[config.mk]
export PLATFORM = sky130hd
export DESIGN_NAME = cla_accumulator_stage_flat
export DESIGN_NICKNAME = d
export VERILOG_FILES = /design/src/rtl/cla_accumulator_stage_if.sv /design/src/rtl/cla_accumulator_stage.sv /design/src/flat_wrapper.sv
export SDC_FILE = /design/constraint.sdc
export NUM_CORES = 1
export LEC_CHECK = 0
export BUFFER_PORTS_ARGS = -buffer_cell sky130_fd_sc_hd__buf_2
export CORE_AREA = 2 2 133 135
export CTS_BUF_LIST = sky130_fd_sc_hd__clkbuf_4 sky130_fd_sc_hd__clkbuf_8 sky130_fd_sc_hd__clkbuf_16
export DETAILED_ROUTE_END_ITERATION = 12
export DIE_AREA = 0 0 135 137
export GPL_TIMING_DRIVEN = 0
export PLACE_DENSITY_LB_ADDON = 0.15
export SETUP_SLACK_MARGIN = 0.5
export SLEW_MARGIN = 20
export SYNTH_ARGS = -nofsm -noshare
export SYNTH_HDL_FRONTEND = slang
export SYNTH_SLANG_ARGS = --single-unit
[constraint.sdc]
create_clock -name clk -period 2.2 [get_ports clk]
set_input_delay 0.33 -clock clk [delete_from_list [all_inputs] [get_ports clk]]
set_output_delay 0.33 -clock clk [all_outputs]
set_load 0.02 [all_outputs]
[src/rtl/cla_accumulator_stage_if.sv]
// rtl/cla_accumulator_stage_if.sv - input beat stream, result stream and adder hookup bundle
interface cla_accumulator_stage_if #(
    parameter int WIDTH = 64,
    parameter int CNT_W = 8
);
    logic             in_valid;
    logic             in_ready;
    logic [WIDTH-1:0] in_data;
    logic             in_sub;
    logic             in_last;

    logic [WIDTH-1:0] add_a;
    logic [WIDTH-1:0] add_b;
    logic             add_cin;
    logic [WIDTH-1:0] add_sum;
    logic             add_cout;

    logic             out_valid;
    logic             out_ready;
    logic [WIDTH-1:0] out_data;
    logic             out_carry;
    logic             out_ovf;
    logic [CNT_W-1:0] out_count;

    // Accumulator side: consumes beats, drives the adder operands, produces results.
    modport slave (
        input  in_valid, in_data, in_sub, in_last,
        input  add_sum, add_cout,
        input  out_ready,
        output in_ready,
        output add_a, add_b, add_cin,
        output out_valid, out_data, out_carry, out_ovf, out_count
    );

    // Environment side: beat source, adder and result sink.
    modport master (
        output in_valid, in_data, in_sub, in_last,
        output add_sum, add_cout,
        output out_ready,
        input  in_ready,
        input  add_a, add_b, add_cin,
        input  out_valid, out_data, out_carry, out_ovf, out_count
    );
endinterface

[src/rtl/cla_accumulator_stage.sv]
// rtl/cla_accumulator_stage.sv - packet accumulator around an external carry-lookahead adder
module cla_accumulator_stage #(
    parameter int WIDTH = 64,
    parameter int CNT_W = 8
) (
    input logic                    clk,
    input logic                    rst,
    cla_accumulator_stage_if.slave bus
);
    localparam int MSB = WIDTH - 1;

    // The adder is built from 4-bit lookahead groups.
    if (WIDTH % 4 != 0) begin : g_width_check
        $error("cla_accumulator_stage: WIDTH must be a multiple of 4");
    end

    typedef enum logic {
        ST_ACC  = 1'b0,
        ST_HOLD = 1'b1
    } state_t;

    state_t           state_q, state_d;
    logic [WIDTH-1:0] acc_q, acc_d;
    logic             carry_q, carry_d;
    logic             ovf_q, ovf_d;
    logic [CNT_W-1:0] count_q, count_d;

    logic             accept;
    logic             beat_ovf;

    // Adder drive, handshakes and next-state for accumulation and result hand-off.
    always_comb begin
        state_d       = state_q;
        acc_d         = acc_q;
        carry_d       = carry_q;
        ovf_d         = ovf_q;
        count_d       = count_q;
        bus.add_a     = acc_q;
        bus.add_b     = '0;
        bus.add_cin   = 1'b0;
        bus.in_ready  = 1'b0;
        bus.out_valid = 1'b0;
        accept        = 1'b0;
        beat_ovf      = 1'b0;

        case (state_q)
            ST_ACC: begin
                bus.in_ready = 1'b1;
                // Subtraction is acc + ~data + 1, so the adder never needs a mode pin.
                bus.add_b    = bus.in_sub ? ~bus.in_data : bus.in_data;
                bus.add_cin  = bus.in_sub;
                accept       = bus.in_valid;
                beat_ovf     = (bus.add_a[MSB] == bus.add_b[MSB]) &&
                               (bus.add_sum[MSB] != bus.add_a[MSB]);
                if (accept) begin
                    acc_d   = bus.add_sum;
                    // Carry-out of the subtract form is the inverse of a borrow.
                    carry_d = carry_q | (bus.in_sub ? ~bus.add_cout : bus.add_cout);
                    ovf_d   = ovf_q | beat_ovf;
                    count_d = (count_q == {CNT_W{1'b1}}) ? count_q : count_q + CNT_W'(1);
                    if (bus.in_last) begin
                        state_d = ST_HOLD;
                    end
                end
            end
            ST_HOLD: begin
                bus.out_valid = 1'b1;
                if (bus.out_ready) begin
                    acc_d   = '0;
                    carry_d = 1'b0;
                    ovf_d   = 1'b0;
                    count_d = '0;
                    state_d = ST_ACC;
                end
            end
            default: begin
                state_d = ST_ACC;
            end
        endcase
    end

    // Result registers double as the accumulator, so they hold steady through HOLD.
    always_comb begin
        bus.out_data  = acc_q;
        bus.out_carry = carry_q;
        bus.out_ovf   = ovf_q;
        bus.out_count = count_q;
    end

    // State and accumulator registers; reset discards any partial packet.
    always_ff @(posedge clk or posedge rst) begin
        if (rst) begin
            state_q <= ST_ACC;
            acc_q   <= '0;
            carry_q <= 1'b0;
            ovf_q   <= 1'b0;
            count_q <= '0;
        end else begin
            state_q <= state_d;
            acc_q   <= acc_d;
            carry_q <= carry_d;
            ovf_q   <= ovf_d;
            count_q <= count_d;
        end
    end
endmodule

[src/flat_wrapper.sv]
// flat-port wrapper written by rule: the top's interface ports become plain ports
module cla_accumulator_stage_flat 
#(
    parameter int WIDTH = 64,
    parameter int CNT_W = 8
)
  (clk, rst, bus_in_valid, bus_in_data, bus_in_sub, bus_in_last, bus_add_sum, bus_add_cout, bus_out_ready, bus_in_ready, bus_add_a, bus_add_b, bus_add_cin, bus_out_valid, bus_out_data, bus_out_carry, bus_out_ovf, bus_out_count);
  cla_accumulator_stage_if #(.WIDTH(WIDTH), .CNT_W(CNT_W)) bus_i ();
  input logic clk;
  input logic rst;
  input wire logic [$bits(bus_i.in_valid)-1:0] bus_in_valid;
  input wire logic [$bits(bus_i.in_data)-1:0] bus_in_data;
  input wire logic [$bits(bus_i.in_sub)-1:0] bus_in_sub;
  input wire logic [$bits(bus_i.in_last)-1:0] bus_in_last;
  input wire logic [$bits(bus_i.add_sum)-1:0] bus_add_sum;
  input wire logic [$bits(bus_i.add_cout)-1:0] bus_add_cout;
  input wire logic [$bits(bus_i.out_ready)-1:0] bus_out_ready;
  output wire logic [$bits(bus_i.in_ready)-1:0] bus_in_ready;
  output wire logic [$bits(bus_i.add_a)-1:0] bus_add_a;
  output wire logic [$bits(bus_i.add_b)-1:0] bus_add_b;
  output wire logic [$bits(bus_i.add_cin)-1:0] bus_add_cin;
  output wire logic [$bits(bus_i.out_valid)-1:0] bus_out_valid;
  output wire logic [$bits(bus_i.out_data)-1:0] bus_out_data;
  output wire logic [$bits(bus_i.out_carry)-1:0] bus_out_carry;
  output wire logic [$bits(bus_i.out_ovf)-1:0] bus_out_ovf;
  output wire logic [$bits(bus_i.out_count)-1:0] bus_out_count;
  assign bus_i.in_valid = bus_in_valid;
  assign bus_i.in_data = bus_in_data;
  assign bus_i.in_sub = bus_in_sub;
  assign bus_i.in_last = bus_in_last;
  assign bus_i.add_sum = bus_add_sum;
  assign bus_i.add_cout = bus_add_cout;
  assign bus_i.out_ready = bus_out_ready;
  assign bus_in_ready = bus_i.in_ready;
  assign bus_add_a = bus_i.add_a;
  assign bus_add_b = bus_i.add_b;
  assign bus_add_cin = bus_i.add_cin;
  assign bus_out_valid = bus_i.out_valid;
  assign bus_out_data = bus_i.out_data;
  assign bus_out_carry = bus_i.out_carry;
  assign bus_out_ovf = bus_i.out_ovf;
  assign bus_out_count = bus_i.out_count;
  cla_accumulator_stage #(.WIDTH(WIDTH), .CNT_W(CNT_W)) u_core (.clk(clk), .rst(rst), .bus(bus_i));
endmodule
==> impl_metrics.yaml <==
routing:
  wirelength_mm: 16.5
  vias: 4412
  ant_nets: 0
  drc_errors: 0
  drt_iter0_drc: 109
  wl_per_cell_um: 16.3
  drt-pass1-iter-count: 4
  routed_via_density: 4.36
power:
  pwr-share-clk_pct: 23.5
  intPower_mw: 3.66
  swShare_pct: 38.4
  power_frac_comb_pct: 46.5
  seqPwrFrac_pct: 30.0
  p_sw_mw: 2.29
  p_leak_nw: 3.92
  p_per_area_nw_per_um2: 787
  ir_drop_mv: 0.345
cts:
  clk_latency_ns: 0.34
  clock_sinks: 75
  cts_made_buffers: 9
  cts_buffer_depth: 2
  cts_tree: "done"
  clkTransAtPathRegs_ns: 0.06
  cts_root_buffer: "clkbuf_16"
  cts_max_level: 3
synthesis:
  synthArstFlopShare_pct: 100
  yosysMostFrequentCell: "dfrtp_1"
  synth_mux_area_share_pct: 0.766
  synth_compound_area_share_pct: 15.9
  ys.flop_type: "dfrtp_1"
  synth_top_family_by_area: "compound AO/OA/AOI/OAI gates"
  synth.area.top_cells: "dfrtp_1 (44%), xnor2_1 (14%), a22o_1 (13%), buf_4 (13%), nor2_1 (5.9%)"
  syn_inst: 416
  yosysTopAreaCell: "dfrtp_1"
  synth-simple-area-share_pct: 9.58
  synth_top_cell_area_share_pct: 44.2
  syn_avg_cell_area_um2: 10.2
  synth_area_um2: 4250
  synth_edf_count: 0
  ys_seq_elements: 75
  yosysSeqAreaShare_pct: 44.2
  synth_fa_ha_area_share_pct: 0.295
  synth_commonest_cells: "dfrtp_1 (75), buf_4 (71), nor2_1 (67), xnor2_1 (67), a22o_1 (64)"
  syn-num-nets: 552
  ys_types: 35
  ys_warn_count: 0
  synth_xor_area_share_pct: 14.0
place:
  gp_congestion: 0.885
  hpwl_mm: 12.4
  port_buffers: 338
sta:
  hold_viol: 0
  drv_slew: 0
  setup_viol_count_final: 0
  fmax_mhz: 556
  worst_slew_pin_slew_ns: 0.550
  layout_min_cycle_time_ns: 1.80
  timing.final.crit_share_pct: 81.8
  fin_tns_setup_ns: 0
  whs_ns: 0.197
  rsz0062_at_grt: "true"
  finClkSkew_ns: 0.00556
  max_slew_margin_pct: 63.0
critical_path:
  startpoint_type: "flip-flop"
  cp_slowest_cell: "dfrtp_1"
  rrSetupSlack_ns: 0.58
  cp_max_fo: 6
  timing.rr.end: "u_core.bus.out_count[5]"
  crit_end: "bus_add_b[41]"
  endpoint_kind: "output port"
  critPathLaunch: "u_core.state_q"
  slowest_delay_ns: 0.40
  critPathKind: "flip-flop to output port"
  worstReg2RegStart: "u_core.bus.out_count[0]"
  worstRegToRegCells: 5
  arrival_ns: 1.47
  cp_cell_sequence: "buf_6, clkbuf_16, buf_8, nor2_1, buf_4"
  cp_top_family: "buffers and inverters"
  required_ns: 1.87
  cp.depth: 5
  path_buf_inv: 4
die:
  num_rows: 48
  die_x_um: 135
  die-area_um2: 18500
  num_io_pins: 340
  initial_utilization_pct: 24.9
  die_y_um: 137
  coreArea_um2: 17100
run:
  cap_violations: 0
final_layout:
  fin_nets: 917
  drive_gt1_share_pct: 65.9
  syn_to_final_growth_pct: 78.1
  fillCellCount: 1642
global_routing:
  grt_pass1_wl_mm: 23.0
  antenna_found_initial: 1
  grt_usage_pct: 16.3
  grt_pass1_vias: 4191
  grt_start_max_net_pins: 33
  grt_overflow_total: 0
min_path:
  hold_path.class: "input pin to flip-flop"
run_status:
  status: "complete, no violations"
-- worst min-delay path by stage --
stage                       startpoint              endpoint  slack, ns  depth (start not counted)
floorplan                  bus_in_last        u_core.state_q       0.44                          2
global route               bus_in_last        u_core.state_q       0.20                          3
CTS                        bus_in_last        u_core.state_q       0.18                          3
detailed placement                 rst  u_core.bus.add_a[28]       0.35                          2
finish                     bus_in_last        u_core.state_q       0.20                          3
global placement    u_core.bus.out_ovf    u_core.bus.out_ovf       0.48                          1
-- metal layers --
layer | track usage (%) | share of wire [%]
met1 | 18.3 | 38
met2 | 29.3 | 52
met3 | 4.07 | 8.0
met4 | 7.18 | 2.4
met5 | 0 | 0
-- cell usage in the layout (no fill, tap or decap), types with 2 or more instances in the layout --
cell	n
clkinvlp_4	2
nand3_1	4
clkbuf_4	7
nand3b_1	2
nor2_1	19
clkinv_2	2
a22o_1	64
clkbuf_16	15
o21ai_0	3
dfrtp_1	74
buf_6	49
clkbuf_1	2
buf_8	5
nand4_1	2
inv_1	2
a21oi_1	3
a2111oi_4	2
clkbuf_2	4
nor2_2	10
nand2b_1	2
buf_2	277
buf_12	4
nor2_4	38
nand2_1	7
xnor2_1	67
buf_4	96
-- metrics by stage --
stage          cells  cell area, um2  setup slack (ns)  power (mW)  utilization (%)
2_1_floorplan    416            4250             0.480        3.25                -
3_3_place_gp     979            6220             0.152        4.09             36.5
3_5_place_dp     981            6260             0.133        4.11             36.7
4_1_cts         1004            7080             0.382        5.80             41.5
5_1_grt         1012            7560             0.361        6.27             44.3
6_report        1012            7560             0.401        5.95             44.3
-- final cells by class --
cell class              count  area [um2]  area share, %
clock inverters             4        26.3          0.348
diodes                      1        2.50         0.0331
clock buffers              12         254           3.36
flip-flops and latches     75        1880           24.8
well taps                 225         282           3.72
plain buffers              95         805           10.6
multi-input cells         243        2060           27.3
inverters                   3        15.0          0.199
repair buffers            354        2230           29.6
-- cells by family after synthesis --
family,after synthesis
fa+ha+maj,1
mux,2
simple gates,93
flops,75
compound gates,79
xor+xnor,68
buf+inv,98
-- state kept, by name (all words and copies together) (netlist names) --
| name | count |
|---|---|
| u_core.bus.out_count | 8 |
| u_core.state_q | 1 |
| u_core.bus.out_ovf | 1 |
| u_core.bus.add_a | 64 |
| u_core.bus.out_carry | 1 |
-- power by group through the flow --
stage	Combinational, mW	Clock, mW	Sequential, mW
floorplan	1.21	0	2.03
global placement	2.29	0	1.80
detailed placement	2.30	0	1.81
CTS	2.57	1.44	1.79
global route	2.95	1.50	1.82
finish	2.77	1.40	1.79
-- what timing repair did --
item / CTS / global route
endpoints found under the hold margin: 12 / 0
gates cloned: 2 / 5
setup endpoints to repair: 65 / 126
hold buffers: 1 / 0
gates resized for setup: 147 / 104
pin swaps: 8 / 17
setup buffers: 4 / 2
-- worst min-delay path, delay by kind of cell --
| family | cells | cell delay, ns |
|---|---|---|
| and+or+nand+nor | 2 | 0.10 |
| buffers and inverters | 1 | 0.08 |
Note: power is estimated with default switching activity, not from simulation.
